File: config.mk
export PLATFORM = sky130hd
export DESIGN_NAME = yolcu_kuyrugu
export DESIGN_NICKNAME = d
export VERILOG_FILES = /design/src/rtl/yolcu_kuyrugu.sv
export SDC_FILE = /design/constraint.sdc
export NUM_CORES = 1
export LEC_CHECK = 0
export ABC_CLOCK_PERIOD_IN_PS = 7900
export CAP_MARGIN = 20
export CORE_MARGIN = 3
export CORE_UTILIZATION = 62
export DETAILED_ROUTE_END_ITERATION = 8
export PLACE_DENSITY = 0.84
export SYNTH_ARGS = -nofsm -noshare
export SYNTH_HDL_FRONTEND = slang
export SYNTH_SLANG_ARGS = --single-unit
File: constraint.sdc
create_clock -name saat -period 7.9 [get_ports saat]
set_input_delay 0.79 -clock saat [delete_from_list [all_inputs] [get_ports saat]]
set_output_delay 0.79 -clock saat [all_outputs]
set_load 0.01 [all_outputs]
File: src/rtl/yolcu_kuyrugu.sv
// Passenger intake queue: record RAM plus one registered presentation stage.
// Optional dispatched-passenger counter enabled by defining YOLCU_SAYAC_EN.
module yolcu_kuyrugu #(
    parameter int unsigned BIT      = 6,
    parameter int unsigned DERINLIK = 8
) (
    input  logic                          saat,
    input  logic                          reset,
    input  logic                          yaz_gecerli,
    output logic                          yaz_hazir,
    input  logic [BIT-1:0]                g_kimlik_no,
    input  logic                          g_uyruk,
    input  logic [5:0]                    g_agirlik,
    input  logic [8:0]                    g_bakiye,
    input  logic                          al,
    output logic                          cikis_gecerli,
    output logic [BIT-1:0]                kimlik_no,
    output logic                          uyruk,
    output logic [5:0]                    agirlik,
    output logic [8:0]                    bakiye,
    output logic [$clog2(DERINLIK):0]     sayi,
    output logic                          tasma,
    output logic [7:0]                    gonderilen
);

    localparam int unsigned AW = $clog2(DERINLIK);
    localparam int unsigned CW = AW + 1;
    localparam int unsigned RW = BIT + 16;
    localparam logic [CW-1:0] Kapasite = CW'(DERINLIK);

    typedef enum logic {StBos, StDolu} durum_t;

    durum_t          durum_q, durum_d;
    logic [RW-1:0]   mem [DERINLIK];
    logic [AW-1:0]   wr_ptr_q, rd_ptr_q;
    logic [CW-1:0]   sayi_q, ram_sayi;
    logic [RW-1:0]   kayit_q;
    logic            tasma_q;
    logic            yaz, al_kabul, ram_dolu, yukle;

    assign yaz_hazir = sayi_q < Kapasite;
    assign yaz       = yaz_gecerli && yaz_hazir;
    assign al_kabul  = al && cikis_gecerli;
    // RAM occupancy excludes the record sitting in the output register.
    assign ram_sayi  = sayi_q - CW'(cikis_gecerli);
    assign ram_dolu  = ram_sayi != '0;
    assign yukle     = (!cikis_gecerli || al_kabul) && ram_dolu;

    always_ff @(posedge saat or negedge reset) begin
        if (!reset) begin
            durum_q <= StBos;
        end else begin
            durum_q <= durum_d;
        end
    end

    always_comb begin
        durum_d = durum_q;
        unique case (durum_q)
            StBos:  if (ram_dolu) durum_d = StDolu;
            StDolu: if (al_kabul && !ram_dolu) durum_d = StBos;
            default: durum_d = StBos;
        endcase
    end

    always_comb begin
        cikis_gecerli = (durum_q == StDolu);
    end

    always_ff @(posedge saat) begin
        if (yaz) begin
            mem[wr_ptr_q] <= {g_kimlik_no, g_uyruk, g_agirlik, g_bakiye};
        end
    end

    always_ff @(posedge saat or negedge reset) begin
        if (!reset) begin
            wr_ptr_q <= '0;
            rd_ptr_q <= '0;
            sayi_q   <= '0;
            kayit_q  <= '0;
            tasma_q  <= 1'b0;
        end else begin
            if (yaz) begin
                wr_ptr_q <= wr_ptr_q + 1'b1;
            end
            if (yukle) begin
                kayit_q  <= mem[rd_ptr_q];
                rd_ptr_q <= rd_ptr_q + 1'b1;
            end else if (al_kabul) begin
                // Clearing on the final pop keeps the record outputs zero while empty.
                kayit_q <= '0;
            end
            unique case ({yaz, al_kabul})
                2'b10:   sayi_q <= sayi_q + 1'b1;
                2'b01:   sayi_q <= sayi_q - 1'b1;
                default: sayi_q <= sayi_q;
            endcase
            if (yaz_gecerli && !yaz_hazir) begin
                tasma_q <= 1'b1;
            end
        end
    end

    assign kimlik_no = kayit_q[RW-1 -: BIT];
    assign uyruk     = kayit_q[15];
    assign agirlik   = kayit_q[14:9];
    assign bakiye    = kayit_q[8:0];
    assign sayi      = sayi_q;
    assign tasma     = tasma_q;

`ifdef YOLCU_SAYAC_EN
    logic [7:0] gonderilen_q;

    always_ff @(posedge saat or negedge reset) begin
        if (!reset) begin
            gonderilen_q <= 8'd0;
        end else if (al_kabul && gonderilen_q != 8'hFF) begin
            gonderilen_q <= gonderilen_q + 8'd1;
        end
    end

    assign gonderilen = gonderilen_q;
`else
    assign gonderilen = 8'd0;
`endif

endmodule
==> impl_metrics.env, run 1 <==
export IMPL_outcome="completed"
export IMPL_cap_violations=0
export IMPL_firstDrtPassIters=5
export IMPL_ys_dominant_reg_cell="edfxtp_1"
export IMPL_min_period_ns=2.76
export IMPL_drc=0
export IMPL_peakVddDrop_mv=0.196
export IMPL_multiInputGateArea_um2=1860
export IMPL_root_buffer="clkbuf_16"
export IMPL_grt_setup_unrepaired="no"
export IMPL_cts_inserted_buffers=21
export IMPL_cts_sinks=210
export IMPL_regArea_um2=6140
export IMPL_endpoint_kind="register"
export IMPL_path_max_fanout=7
export IMPL_max_freq_mhz=362
export IMPL_crit_type="in -> reg"
export IMPL_leakagePower_nw=3.27
export IMPL_max_slew_margin_pct=41.7
export IMPL_finalSetupViolCount=0
export IMPL_yosysTopAreaCell="edfxtp_1"
export IMPL_nNetsFinal=487
export IMPL_hold_viol_final=0
export IMPL_finalCritPeriodShare_pct=35.0
export IMPL_synth_area_leaders="edfxtp_1 65%, mux4_2 12%, dfrtp_1 10%, mux2_2 3.3%, a22o_1 2.4%"
export IMPL_ff2ff_setup_slack_ns=5.43
export IMPL_dp_slack_ns=4.35
export IMPL_grt_util_all_layers_pct=23.2
export IMPL_synth_cell_types=28
export IMPL_clockBufferDepth=3
export IMPL_synth_most_common_cell="edfxtp_1"
export IMPL_max_slew_worst_pin_slew_ns=0.874
export IMPL_hold_class="in -> async"
export IMPL_finalSetupTns_ns=0
export IMPL_synthArstFlopShare_pct=16.2
export IMPL_post_cts_buffers=0
export IMPL_fin_ws_ns=5.14
export IMPL_antenna_found_initial=1
export IMPL_synth_edff_count=176
export IMPL_cts_tree="done"
export IMPL_wl_per_cell_um=24.9
export IMPL_initialDrtViolationCount=391
export IMPL_num_vias=4038
export IMPL_ctsHoldBuffers=0
export IMPL_ant_nets=0
export IMPL_drv_slew=0
export IMPL_synth_top_cells_by_count="176 x edfxtp_1, 44 x mux4_2, 34 x dfrtp_1"
export IMPL_area_growth_pct=17.7
export IMPL_ys_warnings_count=0
export IMPL_ctsResizeCount=0
export IMPL_core_um2=12700
export IMPL_boundaryPins=63
export IMPL_die_w_um=120
export IMPL_overflow=0
export IMPL_wl_um=16000
export IMPL_gp_congestion=0.713
export IMPL_via_per_inst=6.28
export IMPL_start_util_pct=63.7
export IMPL_cts_clk_slew_worst_paths_ns=0.06
export IMPL_postSynthAreaPerCell_um2=21.2
export IMPL_fp_row_count=41
export IMPL_synth_top_area_share_pct=65.2
export IMPL_fin_worst_skew_ns=0.0114
export IMPL_num_antenna_cells=0
export IMPL_htree_levels=1
export IMPL_die_h_um=120
export IMPL_post_dp_hpwl_um=8920
export IMPL_worst_ep_required_time_ns=8.30
export IMPL_grt_pass1_vias=4365
export IMPL_layout_drive_gt1_share_pct=26.5
export IMPL_cp_start_kind="input port"
export IMPL_syn_inst=382
export IMPL_cp_arrival_ns=3.16
export IMPL_clock_latency_ns=0.49
export IMPL_power_density_nw_per_um2=365
export IMPL_grt_pass1_wl_um=25200
export IMPL_port_buffers=54
export IMPL_yosysSeqAreaShare_pct=75.7
export IMPL_die_area_um2=14500
export IMPL_ys_ff_latch=210
export IMPL_fillers=714
export IMPL_synth_area_um2=8110
export IMPL_grt_max_degree=42
-- cells in the final DEF, fill, tap and decap left out, types with 4 or more instances in the layout --
master,n
conb_1,8
clkbuf_16,21
nand2b_1,4
dfrtp_1,33
nor2_2,6
edfxtp_1,176
clkinv_2,4
clkdlybuf4s50_1,53
ha_1,5
mux4_2,44
mux2_2,24
nand2_1,11
buf_4,13
xnor2_1,6
a22o_1,22
inv_1,5
clkbuf_1,7
-- worst max-delay path, cell delays in order --
cell,delay [ns]
clkdlybuf4s50_1,0.47
nor2b_1,0.40
inv_1,0.20
ha_1,0.33
xor2_1,0.17
ha_1,0.18
a31oi_1,0.19
mux2i_1,0.27
xnor2_1,0.15
-- final timing paths --
path / start / end / depth (start not counted)
max: yaz_gecerli / sayi[2] / 9
min: reset / rd_ptr_q[0] / 1
max reg2reg: rd_ptr_q[2] / kayit_q[20] / 4
min reg2reg: tasma / tasma / 1
max in group asynchronous: reset / rd_ptr_q[1] / 1
min in group saat: tasma / tasma / 1
-- registers in the layout, summed over array words and instances, names as in the netlist --
signal,flops
kayit_q,22
mem,176
rd_ptr_q,3
cikis_gecerli,1
wr_ptr_q,3
sayi,4
tasma,1
-- per-stage QoR --
step	total power [W]	instance area (um^2)	utilization, %	hold WS [ns]	std cells
2_1_floorplan	0.00217	8140	-	0.488	389
3_3_place_gp	0.00247	8860	69.7	0.441	604
3_5_place_dp	0.00252	8860	69.7	0.449	604
4_1_cts	0.00350	9540	75.0	0.450	642
5_1_grt	0.00363	9550	75.1	0.469	643
6_report	0.00348	9550	75.1	0.423	643
-- per-layer routing --
metal / share of wire [%] / global-route usage (%)
met5: 0.081 / 0
met4: 2.7 / 7.15
met3: 7.3 / 5.38
met2: 50 / 37.6
met1: 40 / 32.2
-- kinds of logic after synthesis --
group,count (synthesis),synth area share (%)
fa+ha+maj,5,0.771
buf+inv,29,2.11
simple gates,31,1.80
xor+xnor,8,0.864
compound gates,29,3.07
mux,69,15.7
other cells,1,0.0462
flops,210,75.7
-- cell type report --
class	instances	share of cell area (%)
Sequential cell	210	64.3
Multi-Input combinational cell	150	19.5
Timing Repair Buffer	68	6.75
Clock buffer	30	6.07
Tap cell	172	2.25
Clock inverter	8	1.01
Inverter	5	0.197
-- where the power goes --
part | total, W | internal [W] | switching, W
logic | 0.00102 | 0.000555 | 0.000470
clock network | 0.000972 | 0.000578 | 0.000394
registers | 0.00148 | 0.00138 | 0.000108
total | 0.00348 | 0.00251 | 0.000972
Note: power is estimated with default switching activity, not from simulation.
==> run 2, diff against run 1 <==
ABC_CLOCK_PERIOD_IN_PS = 2300   (was 7900)
CORE_UTILIZATION = 52   (was 62)
PLACE_DENSITY = 0.75   (was 0.84)
clock period = 2.3 ns   (was 7.9 ns; I/O delays follow)
==> impl_metrics.env, run 2 (synthesis gave the netlist of run 1 again) <==
export IMPL_cts_clk_slew_worst_paths_ns=0.06
export IMPL_post_cts_buffers=0
export IMPL_critPathTopFamily="adder cells"
export IMPL_antenna_found_initial=0
export IMPL_max_slew_margin_pct=65.2
export IMPL_via_per_inst=5.67
export IMPL_grt_pass1_wl_um=24100
export IMPL_cts_sinks=210
export IMPL_timing_rr_start="sayi[3]"
export IMPL_largest_register_ff_count=176
export IMPL_fillers=1042
export IMPL_num_vias=3966
export IMPL_hold_class="in -> async"
export IMPL_worst_ep_required_time_ns=2.72
export IMPL_gp_congestion=0.736
export IMPL_path_common_cell="ha_1"
export IMPL_nNetsFinal=504
export IMPL_start_util_pct=53.2
export IMPL_htree_levels=1
export IMPL_drc=0
export IMPL_cts_inserted_buffers=22
export IMPL_finalSetupViolCount=0
export IMPL_leakagePower_nw=3.36
export IMPL_regToRegEndpoint="sayi[2]"
export IMPL_layout_commonest_cell="edfxtp_1"
export IMPL_port_buffers=54
export IMPL_power_w=0.0120
export IMPL_regArea_um2=6140
export IMPL_finalSetupTns_ns=0
export IMPL_boundaryPins=63
export IMPL_cts_tree="done"
export IMPL_highest_layer="met4"
export IMPL_cap_violations=0
export IMPL_crit_type="reg -> reg"
export IMPL_wl_met2_um=7450
export IMPL_num_antenna_cells=0
export IMPL_ant_nets=0
export IMPL_max_freq_mhz=520
export IMPL_wl_um=15500
export IMPL_crit_buf_inv=1
export IMPL_cp_start_kind="register"
export IMPL_hold_viol_final=0
export IMPL_die_area_um2=17100
export IMPL_firstDrtPassIters=4
export IMPL_crit_chain="nor2b_1 > inv_1 > ha_1 > xor2_1 > ha_1 > a31oi_1 > mux2i_1 > xnor2_1"
export IMPL_cp_arrival_ns=2.34
export IMPL_max_stage_delay_ns=0.42
export IMPL_clockBufferDepth=3
export IMPL_route_met3_wl_um=982
export IMPL_die_w_um=131
export IMPL_fp_row_count=45
export IMPL_final_cell_mix="176 x edfxtp_1, 53 x clkdlybuf4s50_1, 44 x mux4_2, 32 x dfrtp_1, 24 x mux2_2"
export IMPL_area_growth_pct=20.9
export IMPL_endpoint_kind="register"
export IMPL_multiInputGateArea_um2=1870
export IMPL_grt_util_all_layers_pct=18.9
export IMPL_wl_per_cell_um=22.1
export IMPL_fin_worst_skew_ns=0.0217
export IMPL_overflow=0
export IMPL_top_register="mem"
export IMPL_core_um2=15300
export IMPL_cp_slowest_cell="dfrtp_1"
export IMPL_max_slew_worst_pin_slew_ns=0.522
export IMPL_min_period_ns=1.92
export IMPL_layout_drive_gt1_share_pct=28.8
export IMPL_finalCritPeriodShare_pct=83.6
export IMPL_power_density_nw_per_um2=1220
export IMPL_grt_setup_unrepaired="no"
export IMPL_outcome="completed"
export IMPL_grt_max_degree=28
export IMPL_drv_slew=0
export IMPL_initialDrtViolationCount=264
export IMPL_ff2ff_setup_slack_ns=0.38
export IMPL_post_dp_hpwl_um=9590
export IMPL_die_h_um=131
export IMPL_grt_pass1_vias=4193
export IMPL_peakVddDrop_mv=0.821
export IMPL_ff2ff_path_depth=8
export IMPL_root_buffer="clkbuf_16"
export IMPL_drt_met1_wl_um=6710
export IMPL_path_max_fanout=7
export IMPL_clock_latency_ns=0.51
[run 2: worst max path at each step]
stage | startpoint | to | slack [ns] | depth (start not counted)
floorplan | sayi[3] | mem[2][0] | 0.05 | 3
global placement | yaz_gecerli | sayi[2] | 0.15 | 9
detailed placement | yaz_gecerli | sayi[2] | 0.07 | 9
CTS | sayi[3] | sayi[2] | 0.37 | 8
global route | cikis_gecerli | sayi[2] | 0.16 | 8
finish | sayi[3] | sayi[2] | 0.38 | 8
[run 2: stage by stage]
step / hold slack (ns) / util [%] / instance area, um^2 / setup WS, ns / std cells
floorplan: -0.0656 / - / 8150 / 0.0497 / 389
global placement: 0.220 / 59.9 / 9130 / 0.147 / 659
detailed placement: 0.232 / 59.9 / 9130 / 0.0696 / 659
CTS: 0.233 / 64.2 / 9800 / 0.366 / 700
global route: 0.253 / 64.2 / 9800 / 0.158 / 700
finish: 0.237 / 64.2 / 9800 / 0.376 / 700
[run 2: repair_timing]
item / 4_1_cts / 5_1_grt
resized for setup: 0 / 0
endpoints found under the hold margin: 16 / 0
hold buffers: 1 / 0
[run 2: worst reg2reg max path, stage by stage (launching register included)]
cell and delay, ns:
dfrtp_1 0.42, nor2b_1 0.17, inv_1 0.08, ha_1 0.28
xor2_1 0.17, ha_1 0.19, a31oi_1 0.17, mux2i_1 0.24
xnor2_1 0.13
[run 2: power breakdown]
group,total (W),switching (W),internal [W]
Clock,0.00320,0.00137,0.00183
Combinational,0.00367,0.00160,0.00208
Sequential,0.00510,0.000371,0.00473
[run 2: final cells by class]
cell class	count	share of cell area (%)
inverters	5	0.191
multi-input cells	150	19.1
clock inverters	11	0.651
clock buffers	29	6.09
well taps	211	2.69
flip-flops and latches	210	62.6
repair buffers	84	8.68
[run 2: routing by layer]
layer  up-vias  global-route usage, %
li1       1723                      -
met1      2085                   26.7
met2       129                   29.9
met3        29                   4.15
met4         0                   5.87
met5         -                      0
==> run 3, diff against run 2 <==
ABC_CLOCK_PERIOD_IN_PS = 1800   (was 2300)
CORE_UTILIZATION = 58   (was 52)
PLACE_DENSITY = 0.79   (was 0.75)
clock period = 1.8 ns   (was 2.3 ns; I/O delays follow)
==> impl_metrics.env, run 3 (synthesis gave the netlist of run 1 again) <==
export IMPL_firstDrtPassIters=5
export IMPL_grt_pass1_wl_um=25700
export IMPL_crit_type="reg -> reg"
export IMPL_hold_class="in -> async"
export IMPL_route_met3_wl_um=1080
export IMPL_root_buffer="clkbuf_16"
export IMPL_antenna_found_initial=0
export IMPL_fin_hold_ws_ns=0.303
export IMPL_overflow=0
export IMPL_highest_layer="met4"
export IMPL_cts_sinks=210
export IMPL_cts_clk_slew_worst_paths_ns=0.06
export IMPL_drv_slew=0
export IMPL_cp_arrival_ns=2.20
export IMPL_core_um2=13500
export IMPL_peakVddDrop_mv=1.10
export IMPL_max_freq_mhz=552
export IMPL_ant_nets=0
export IMPL_fp_row_count=42
export IMPL_clockBufferDepth=3
export IMPL_multiInputGateArea_um2=1940
export IMPL_die_area_um2=15400
export IMPL_num_antenna_cells=0
export IMPL_fin_worst_skew_ns=0.0173
export IMPL_num_vias=4124
export IMPL_power_w=0.0167
export IMPL_clock_latency_ns=0.50
export IMPL_cap_violations=0
export IMPL_post_dp_hpwl_um=9240
export IMPL_cp_start_kind="register"
export IMPL_drc=0
export IMPL_regArea_um2=6140
export IMPL_violations="setup timing"
export IMPL_outcome="complete, but fails checks"
export IMPL_max_slew_worst_pin_slew_ns=0.782
export IMPL_fin_ws_ns=-0.0113
export IMPL_gp_congestion=0.698
export IMPL_drt_met1_wl_um=6630
export IMPL_grt_max_degree=29
export IMPL_grt_util_all_layers_pct=21.5
export IMPL_via_per_inst=6.04
export IMPL_area_growth_pct=25.6
export IMPL_layout_drive_gt1_share_pct=32.7
export IMPL_fillers=746
export IMPL_power_density_nw_per_um2=1640
export IMPL_postLayoutCoreUtil_pct=75.7
export IMPL_hold_viol_final=0
export IMPL_initialDrtViolationCount=386
export IMPL_min_period_ns=1.81
export IMPL_cts_tree="done"
export IMPL_cts_inserted_buffers=22
export IMPL_grt_pass1_vias=4427
export IMPL_htree_levels=1
export IMPL_grt_setup_unrepaired="yes"
export IMPL_final_area_um2=10200
export IMPL_nNetsFinal=522
export IMPL_wl_per_cell_um=24.3
export IMPL_port_buffers=54
export IMPL_path_max_fanout=4
export IMPL_top_register="mem"
export IMPL_max_slew_margin_pct=47.9
export IMPL_wl_met2_um=8530
export IMPL_finalCritPeriodShare_pct=101
export IMPL_die_h_um=124
export IMPL_final_cell_mix="176 x edfxtp_1, 53 x clkdlybuf4s50_1, 44 x mux4_2, 31 x dfrtp_1, 27 x buf_4"
export IMPL_largest_register_ff_count=176
export IMPL_dp_slack_ns=-0.237
export IMPL_endpoint_kind="register"
export IMPL_place_area_um2=9180
export IMPL_finalSetupViolCount=3
export IMPL_wl_um=16600
export IMPL_worst_ep_required_time_ns=2.19
export IMPL_die_w_um=124
export IMPL_boundaryPins=63
export IMPL_start_util_pct=60.3
export IMPL_leakagePower_nw=3.59
export IMPL_layout_commonest_cell="edfxtp_1"
-- run 3: changes by cell type in the layout (fill, tap and decap cells not counted), sizes merged --
cell,delta
buf,+14
clkinv,-2
clkinvlp,-1
bufinv,+3
clkbuf,+3
bufbuf,+1
-- run 3: critical path, stage by stage (launching register included) --
cell and delay [ns]:
dfrtp_4 0.50, buf_6 0.15, buf_4 0.14, mux4_2 0.42, mux2_4 0.28, a22o_1 0.22
-- run 3: layout make-up --
cell class | instances | share of cell area (%)
clock buffers | 29 | 5.87
clock inverters | 11 | 1.22
inverters | 5 | 0.184
multi-input cells | 150 | 19.0
flip-flops and latches | 210 | 60.3
well taps | 176 | 2.16
repair buffers | 102 | 11.2
-- run 3: routing by layer --
| layer | vias up | GRT usage, % |
|---|---|---|
| met5 | - | 0 |
| li1 | 1769 | - |
| met4 | 0 | 5.61 |
| met2 | 167 | 36.2 |
| met1 | 2159 | 29.8 |
| met3 | 29 | 3.60 |
-- run 3: path summary, 6_finish.rpt --
path / depth (start not counted) / slack (ns) / to / from
worst max-delay path: 5 / -0.01 / kayit_q[20] / rd_ptr_q[1]
worst min-delay path: 2 / 0.30 / kayit_q[2] / reset
worst max register to register: 5 / -0.01 / kayit_q[20] / rd_ptr_q[1]
worst min register to register: 1 / 0.48 / tasma / tasma
max in group asynchronous: 3 / 0.87 / kayit_q[11] / reset
min in group saat: 2 / 0.32 / tasma / yaz_gecerli
-- run 3: what timing repair did --
| action | 4_1_cts | 5_1_grt |
|---|---|---|
| hold endpoints to repair | 27 | 0 |
| hold buffers | 1 | 0 |
| pin swaps | 1 | 2 |
| gates cloned | 1 | 3 |
| setup buffers | 6 | 5 |
| endpoints found under the setup margin | 19 | 25 |
| resized for setup | 3 | 19 |
-- run 3: power by group --
group	switching (W)	total (W)	internal (W)
Clock	0.00175	0.00451	0.00276
Sequential	0.000408	0.00646	0.00605
Combinational	0.00241	0.00576	0.00335
Total	0.00457	0.0167	0.0122
-- run 3: per-stage QoR --
| step | TNS [ns] | cells |
|---|---|---|
| floorplan | -2.33 | 389 |
| global placement | -9.61 | 627 |
| detailed placement | -14.38 | 627 |
| CTS | -0.225 | 675 |
| global route | -0.661 | 683 |
| finish | -0.0320 | 683 |
